### src/rtl/wb_ram_arbiter.sv
// wb_ram_arbiter: two-master Wishbone arbiter in front of the on-chip word RAM.
// Master 0 is instruction fetch, master 1 is the load/store unit. Requests are
// serialised into single-beat slave transactions with a one-cycle s_cyc_o strobe.
// Read data, ack, or a timeout error go back to the granted master only.
//
// Ports:
//   wb_clk_i, wb_rst_i          clock, synchronous active-high reset
//   mN_adr/dat/sel/we/cyc_i     master N request (N = 0, 1); cyc held until ack/err
//   mN_ack_o, mN_err_o          one-cycle completion / timeout pulses
//   mN_dat_o                    read data, valid with mN_ack_o, zero otherwise
//   s_adr/dat/sel/we/cyc_o      slave request
//   s_ack_i, s_dat_i            slave response
module wb_ram_arbiter #(
  parameter int dw      = 32,
  parameter int aw      = 10,
  parameter int timeout = 15
) (
  input  logic          wb_clk_i,
  input  logic          wb_rst_i,
  input  logic [aw-1:0] m0_adr_i,
  input  logic [dw-1:0] m0_dat_i,
  input  logic [3:0]    m0_sel_i,
  input  logic          m0_we_i,
  input  logic          m0_cyc_i,
  output logic          m0_ack_o,
  output logic          m0_err_o,
  output logic [dw-1:0] m0_dat_o,
  input  logic [aw-1:0] m1_adr_i,
  input  logic [dw-1:0] m1_dat_i,
  input  logic [3:0]    m1_sel_i,
  input  logic          m1_we_i,
  input  logic          m1_cyc_i,
  output logic          m1_ack_o,
  output logic          m1_err_o,
  output logic [dw-1:0] m1_dat_o,
  output logic [aw-1:0] s_adr_o,
  output logic [dw-1:0] s_dat_o,
  output logic [3:0]    s_sel_o,
  output logic          s_we_o,
  output logic          s_cyc_o,
  input  logic          s_ack_i,
  input  logic [dw-1:0] s_dat_i
);

  typedef enum logic [1:0] {IDLE, REQ, WAIT, DONE} state_t;

  localparam logic [7:0] TMO_LAST = 8'(timeout - 1);

  state_t     state_q;
  logic       grant_q;       // 0 = master 0, 1 = master 1
  logic       last_grant_q;
  logic       abort_q;       // granted master dropped cyc mid-transaction
  logic       s_cyc_q;
  logic [7:0] cnt_q;

  logic [1:0] req;
  logic       grant_pick;
  logic       g_cyc;
  logic       live;
  logic       fire_ack;
  logic       fire_err;
  logic [1:0] m_ack;
  logic [1:0] m_err;
  logic [dw-1:0] m_dat [2];

  assign req = {m1_cyc_i, m0_cyc_i};
  // Contested requests go to the master that was not served last.
  assign grant_pick = (req == 2'b11) ? ~last_grant_q : req[1];
  assign g_cyc = grant_q ? m1_cyc_i : m0_cyc_i;
  // Responses are only forwarded while the granted master is still asking.
  assign live = ~abort_q & g_cyc;
  assign fire_ack = (state_q == WAIT) & s_ack_i;
  assign fire_err = (state_q == WAIT) & ~s_ack_i & (cnt_q == TMO_LAST);

  always_ff @(posedge wb_clk_i) begin
    if (wb_rst_i) begin
      state_q      <= IDLE;
      grant_q      <= 1'b0;
      last_grant_q <= 1'b1;
      abort_q      <= 1'b0;
      s_cyc_q      <= 1'b0;
      cnt_q        <= 8'd0;
    end else begin
      case (state_q)
        IDLE: begin
          abort_q <= 1'b0;
          cnt_q   <= 8'd0;
          s_cyc_q <= 1'b0;
          if (|req) begin
            grant_q      <= grant_pick;
            last_grant_q <= grant_pick;
            s_cyc_q      <= 1'b1;
            state_q      <= REQ;
          end
        end
        REQ: begin
          s_cyc_q <= 1'b0;
          cnt_q   <= 8'd0;
          if (!g_cyc) abort_q <= 1'b1;
          state_q <= WAIT;
        end
        WAIT: begin
          if (!g_cyc) abort_q <= 1'b1;
          if (fire_ack || fire_err) state_q <= DONE;
          else cnt_q <= cnt_q + 8'd1;
        end
        DONE: begin
          // Dead cycle: lets the master drop cyc before re-arbitration.
          state_q <= IDLE;
        end
        default: state_q <= IDLE;
      endcase
    end
  end

  // Address and selects stay on the granted master through WAIT because the
  // RAM read port is registered; write enable only qualifies the strobe cycle.
  assign s_adr_o = grant_q ? m1_adr_i : m0_adr_i;
  assign s_dat_o = grant_q ? m1_dat_i : m0_dat_i;
  assign s_sel_o = grant_q ? m1_sel_i : m0_sel_i;
  assign s_we_o  = s_cyc_q & (grant_q ? m1_we_i : m0_we_i);
  assign s_cyc_o = s_cyc_q;

  for (genvar gi = 0; gi < 2; gi++) begin : g_master_resp
    assign m_ack[gi] = fire_ack & live & (grant_q == 1'(gi));
    assign m_err[gi] = fire_err & live & (grant_q == 1'(gi));
    assign m_dat[gi] = m_ack[gi] ? s_dat_i : '0;
  end

  assign m0_ack_o = m_ack[0];
  assign m0_err_o = m_err[0];
  assign m0_dat_o = m_dat[0];
  assign m1_ack_o = m_ack[1];
  assign m1_err_o = m_err[1];
  assign m1_dat_o = m_dat[1];

endmodule
### config.mk
export PLATFORM = sky130hd
export DESIGN_NAME = wb_ram_arbiter
export DESIGN_NICKNAME = d
export VERILOG_FILES = /design/src/rtl/wb_ram_arbiter.sv
export SDC_FILE = /design/constraint.sdc
export NUM_CORES = 1
export LEC_CHECK = 0
export CAP_MARGIN = 20
export CORE_AREA = 2 2 94 96
export DETAILED_ROUTE_END_ITERATION = 8
export DIE_AREA = 0 0 96 98
export GPL_ROUTABILITY_DRIVEN = 0
export PLACE_DENSITY = 0.71
export SYNTH_ARGS = -nofsm -noshare
export SYNTH_HDL_FRONTEND = slang
export SYNTH_SLANG_ARGS = --single-unit
### constraint.sdc
create_clock -name wb_clk_i -period 4.87 [get_ports wb_clk_i]
set_clock_uncertainty 0.05 [all_clocks]
set_input_delay 0.7305 -clock wb_clk_i [delete_from_list [all_inputs] [get_ports wb_clk_i]]
set_output_delay 0.7305 -clock wb_clk_i [all_outputs]
set_load 0.01 [all_outputs]
==> out/metrics.yaml, run 1 <==
outcome:
  status: "finished clean"
die:
  io_pins: 247
  initial_utilization_pct: 20.8
  die_w_um: 96
  die_h_um: 98
  core_area_um2: 8470
  rows: 34
  die-area_um2: 9410
setup_path:
  start_kind: "input port"
  critPathMaxFanout: 33
  cp-end-kind: "output pin"
  critical_path.cell_chain: "clkdlybuf4s50_1 -> nand3b_1 -> nor3b_2 -> buf_4 -> and2_1 -> clkdlybuf4s50_1"
  reg2reg_from: "state_q[0]$_SDFFE_PP0P_"
  timing.rr.end: "cnt_q[3]$_SDFFE_PP0P_"
  cp_slowest_stage_delay_ns: 0.56
  slowest_stage: "clkdlybuf4s50_1"
  critPathMostFrequentCell: "clkdlybuf4s50_1"
  rrSetupSlack_ns: 3.16
  timing_worst_setup_path_type: "input port to output pin"
  reg2reg_depth: 6
  arrival_ns: 2.63
  required_ns: 4.09
sta:
  relSlewSlack_pct: 67.4
  clock.fmax_mhz: 293
  fin_tns_setup_ns: 0
  hold_violations: 0
  period_needed_ns: 3.41
  rsz0062_at_grt: "no"
  worst_pin_slew_ns: 0.489
  setup_ws_ns: 1.46
  finalSetupViolCount: 0
  fin_crit_sh_pct: 70.0
  slew_viol_final: 0
routing:
  first_pass_iters: 4
  drt_first_iter_violations: 35
  viasPerCell: 4.26
  vias: 2390
  drcViolationCount: 0
  antenna_left: 0
  wl_per_cell_um: 14.9
  drt_wl_total_um: 8390
logic_synthesis:
  synth_cells: 214
  synth.most_common_cell: "and2_1"
  syn_area_um2: 1760
  avgSynthCellArea_um2: 8.23
  netlist.top_cell.by_area: "mux2_2"
  synth_ff_type: "dfxtp_1"
  ys_seq_elements: 14
  ys_warn_count: 0
  yosysUniqueCellTypes: 40
  synth.top_cells.by_area: "mux2_2, and2_1, dfxtp_1"
  async_flop_share_pct: 0
  yosysSeqAreaShare_pct: 15.9
  synth_top_cell_area_share_pct: 29.4
  synth_nets: 350
  synth-edff-count: 0
  synth_common_cells: "and2_1, mux2_2, dfxtp_1, nor2_1, clkbuf_1"
hold_path:
  hp-start: "abort_q$_SDFFE_PP0P_"
  whs_endpoint: "abort_q$_SDFFE_PP0P_"
  hold_depth: 2
  min_path_type: "flop to flop"
final_layout:
  drive_above_1_share_pct: 13.0
  syn_to_final_growth_pct: 148
  fillers: 800
  antennaDiodeCount: 0
  finish.instance_area_um2: 4380
  layout.nets: 590
clock_tree:
  cts_tree: "yes"
  clk_path_buf_depth: 2
  clk_pin_slew_ns: 0.06
  clock_latency_ns: 0.25
  ctsResizeCount: 0
  cts_hold_buffers: 0
  clk_root_buffer_cell: "clkbuf_8"
  clock_sinks: 14
  numCtsBuffers: 3
  cts_max_level: 1
  cts_setup_buffers: 0
flow_run:
  cap_viol_max_count: 0
grt:
  grt_max_degree: 34
  first_global_vias: 2443
  grt_antenna_before_repair: 0
  grt_util_all_layers_pct: 17.0
  grt_first_pass_wirelength_um: 12400
  grt.overflow.total: 0
placed_design:
  port_buffers: 246
  dpl-instance-area_um2: 4320
  post-place-ws_ns: 1.45
  place_hpwl_um: 7310
pwr:
  power_density_nw_per_um2: 195
  p_leak_nw: 1.62
  ir_drop_mv: 0.0934
where the power goes:
part           internal [mW]  total, mW  switching (mW)
clock network         0.0716      0.114          0.0423
registers              0.136      0.164          0.0282
logic                  0.357      0.574           0.217
layer usage:
layer,wire [um],up-vias,global-route usage (%)
met5,0,-,0
met4,113,0,4.29
met3,769,9,4.40
met2,4430,121,31.8
met1,3080,1050,18.5
li1,-,1210,-
layout make-up:
| cell class | instances | area [um2] | area share [%] |
|---|---|---|---|
| Clock buffer | 4 | 55.1 | 1.26 |
| Tap cell | 108 | 135 | 3.09 |
| Sequential cell | 14 | 282 | 6.43 |
| Multi-Input combinational cell | 180 | 1400 | 31.9 |
| Inverter | 6 | 22.5 | 0.515 |
| Timing Repair Buffer | 249 | 2480 | 56.8 |
kinds of logic (layout without fill, tap and decap cells):
family                     Yosys count  count (layout)  share of synthesized area (%)
AOI/OAI and AO/OA                   18              18                           6.75
adders and majority gates            5               5                           3.55
and+or+nand+nor                    105             105                           36.5
muxes                               47              47                           30.0
xor gates and xnor gates             5               5                           2.49
buffers and inverters               20             259                           4.83
DFF                                 14              14                           15.9
state kept, by name, summed over array words and instances, names as in the netlist:
| signal | cells |
|---|---|
| cnt_q | 8 |
| state_q | 2 |
| abort_q | 1 |
| grant_q | 1 |
| last_grant_q | 1 |
| s_cyc_o | 1 |
critical path: cells and delay by family:
| family | cells | cell delay [ns] |
|---|---|---|
| buffers and inverters | 3 | 1.39 |
| and+or+nand+nor | 3 | 0.51 |
per-stage QoR:
stage                     hold slack, ns  total power [mW]  cells  utilization [%]
after global routing               0.482             0.914    561             51.7
after CTS                          0.450             0.868    561             51.7
final                              0.443             0.852    561             51.7
after detailed placement           0.439             0.748    557             51.0
after floorplan                    0.408             0.434    214                -
after global placement             0.416             0.740    557             51.0
worst max-delay path by stage:
stage	endpoint	from	slack, ns
global placement	m0_dat_o[16]	s_ack_i	1.46
detailed placement	m0_dat_o[14]	s_ack_i	1.45
floorplan	m0_dat_o[22]	s_ack_i	2.49
global route	m0_dat_o[5]	s_ack_i	1.33
finish	m0_dat_o[14]	s_ack_i	1.46
CTS	m0_dat_o[14]	s_ack_i	1.44
cell usage in the layout, fill, tap and decap left out, drive strengths merged, types with 2 or more instances in the layout:
master / n
nand3b: 2
o21ai: 2
nor2: 13
dfxtp: 14
ha: 5
xor2: 3
inv: 6
nor4: 2
nand3: 5
xnor2: 2
nand4: 3
and2: 65
clkdlybuf4s50: 246
o31ai: 2
nor3b: 2
mux2: 46
buf: 3
clkbuf: 4
a21oi: 6
nand2: 5
No activity file was read; power rests on OpenSTA's default activity.
==> inputs of run 2 (changes only) <==
CORE_AREA = 2 2 95 97   (was 2 2 94 96)
DIE_AREA = 0 0 97 99   (was 0 0 96 98)
PLACE_DENSITY = 0.7   (was 0.71)
clock period = 3.5 ns   (was 4.87 ns; I/O delays follow)
==> out/metrics.yaml, run 2 (synthesis results as in run 1) <==
outcome:
  status: "finished clean"
clock_tree:
  cts_max_level: 1  # unchanged
  numCtsBuffers: 3  # unchanged
  cts_tree: "yes"
  ctsResizeCount: 0  # unchanged
  cts_setup_buffers: 0  # unchanged
  clk_root_buffer_cell: "clkbuf_8"
  cts_hold_buffers: 0  # unchanged
  clock_sinks: 14  # unchanged
  clk_pin_slew_ns: 0.05  # about the same
  clk_path_buf_depth: 2  # unchanged
  clock_latency_ns: 0.24  # about the same
grt:
  grt_util_all_layers_pct: 15.6  # -1.4 points
  grt_first_pass_wirelength_um: 12500  # +0.17%
  first_global_vias: 2514  # +2.9%
  grt_antenna_before_repair: 0  # unchanged
  grt.overflow.total: 0  # unchanged
  grt_max_degree: 34  # unchanged
final_layout:
  syn_to_final_growth_pct: 148
  top_regs: "cnt_q: 8 flops, state_q: 2 flops"
  layout.nets: 590  # unchanged
  top_register: "cnt_q"
  drive_above_1_share_pct: 12.8  # -0.19 points
  antennaDiodeCount: 0  # unchanged
  final_common_cell: "clkdlybuf4s50_1"
  largest_reg_flops: 8  # unchanged
  layout.cells.non_filler: 560  # -0.18%
  final_cell_mix: "clkdlybuf4s50_1, and2_1, mux2_2"
placed_design:
  place_hpwl_um: 6930  # -5.2%
  port_buffers: 246  # unchanged
  dp.cells: 557  # unchanged
setup_path:
  reg2reg_depth: 6  # unchanged
  critPathMaxFanout: 33  # unchanged
  cp-end-kind: "output pin"
  rrSetupSlack_ns: 1.76  # -1.40 ns
  start_kind: "input port"
  timing.rr.end: "cnt_q[3]$_SDFFE_PP0P_"
  reg2reg_from: "state_q[0]$_SDFFE_PP0P_"
  arrival_ns: 2.45  # -0.18 ns
  timing_worst_setup_path_type: "input port to output pin"
  required_ns: 2.92  # -1.17 ns
routing:
  vias: 2441  # +2.1%
  drcViolationCount: 0  # unchanged
  antenna_left: 0  # unchanged
  drt_first_iter_violations: 39  # +11%
  drt_wl_total_um: 8200  # -2.2%
  first_pass_iters: 4  # unchanged
  viasPerCell: 4.36  # +2.3%
  wl_per_cell_um: 14.6  # -2.0%
sta:
  rsz0062_at_grt: "no"
  relSlewSlack_pct: 69.6  # +2.2 points
  slew_viol_final: 0  # unchanged
  hold_violations: 0  # unchanged
  fin_crit_sh_pct: 86.5
  fin_tns_setup_ns: 0  # unchanged
  finalSetupViolCount: 0  # unchanged
  period_needed_ns: 3.03
  worst_pin_slew_ns: 0.455  # -0.0339 ns
  clock.fmax_mhz: 330
hold_path:
  whs_endpoint: "last_grant_q$_SDFFE_PP1P_"
  hp-start: "last_grant_q$_SDFFE_PP1P_"
  hold_depth: 1  # -1
  min_path_type: "flop to flop"
flow_run:
  cap_viol_max_count: 0  # unchanged
die:
  die_h_um: 99  # +1.0%
  core_area_um2: 8550  # +1.0%
  rows: 34  # unchanged
  die_w_um: 97  # +1.0%
  die-area_um2: 9600  # +2.1%
  initial_utilization_pct: 20.6  # -0.21 points
  io_pins: 247  # unchanged
pwr:
  ir_drop_mv: 0.134  # +44%
  power_density_nw_per_um2: 266  # +36%
  p_leak_nw: 1.61  # -0.44%
[run 2: changes by cell type in the layout (fill, tap and decap cells not counted)]
cell      change
clkbuf_8      -1
[run 2: how the worst max path moves through the flow]
stage / end / cells past startpoint / from / slack [ns]
finish: m0_dat_o[11] / 6 / s_ack_i / 0.47
global route: m0_dat_o[11] / 6 / s_ack_i / 0.30
CTS: m0_dat_o[11] / 6 / s_ack_i / 0.46
detailed placement: m0_dat_o[11] / 6 / s_ack_i / 0.47
global placement: m0_dat_o[11] / 6 / s_ack_i / 0.47
floorplan: m0_err_o / 5 / state_q[0]$_SDFFE_PP0P_ / 1.35
[run 2: area by class of cell]
cell class / instances / area (um2)
sequential: 14 / 282
fill: 803 / 4190
timing repair buffer: 249 / 2480
inverter: 6 / 22.5
multi-input combinational: 180 / 1400
tap: 108 / 135
clock buffer: 3 / 41.3
[run 2: critical path: stages]
cell	delay, ns
clkdlybuf4s50_1	0.54
nand3b_1	0.13
nor3b_2	0.20
buf_4	0.29
and2_1	0.17
clkdlybuf4s50_1	0.58
[run 2: where the power goes]
group / internal [mW] / leakage [nW] / switching, mW
logic: 0.497 / 1.48 / 0.306
registers: 0.189 / 0.115 / 0.0371
clock network: 0.0760 / 0.0216 / 0.0544
total: 0.762 / 1.61 / 0.397
[run 2: stage by stage]
| step | setup slack (ns) | hold WS [ns] | util (%) | area (um2) | power [mW] |
|---|---|---|---|---|---|
| after floorplan | 1.35 | 0.408 | - | 1760 | 0.603 |
| after global placement | 0.469 | 0.418 | 50.5 | 4320 | 1.02 |
| after detailed placement | 0.466 | 0.427 | 50.5 | 4320 | 1.03 |
| after CTS | 0.458 | 0.440 | 51.0 | 4360 | 1.17 |
| after global routing | 0.296 | 0.448 | 51.0 | 4360 | 1.23 |
| final | 0.473 | 0.440 | 51.0 | 4360 | 1.16 |
[run 2: routing by layer]
metal  up-vias  share of wire (%)  GRT usage, %
li1       1210                  -             -
met1      1082                 37          16.6
met2       138                 52          29.6
met3        11                 10          5.39
met4         0                1.3          3.68
met5         -                  0             0
==> inputs of run 3 (changes only) <==
SLEW_MARGIN = 10   (was default)
==> results of run 3 <==
Final layout, timing and power as in run 2 (identical DEF).
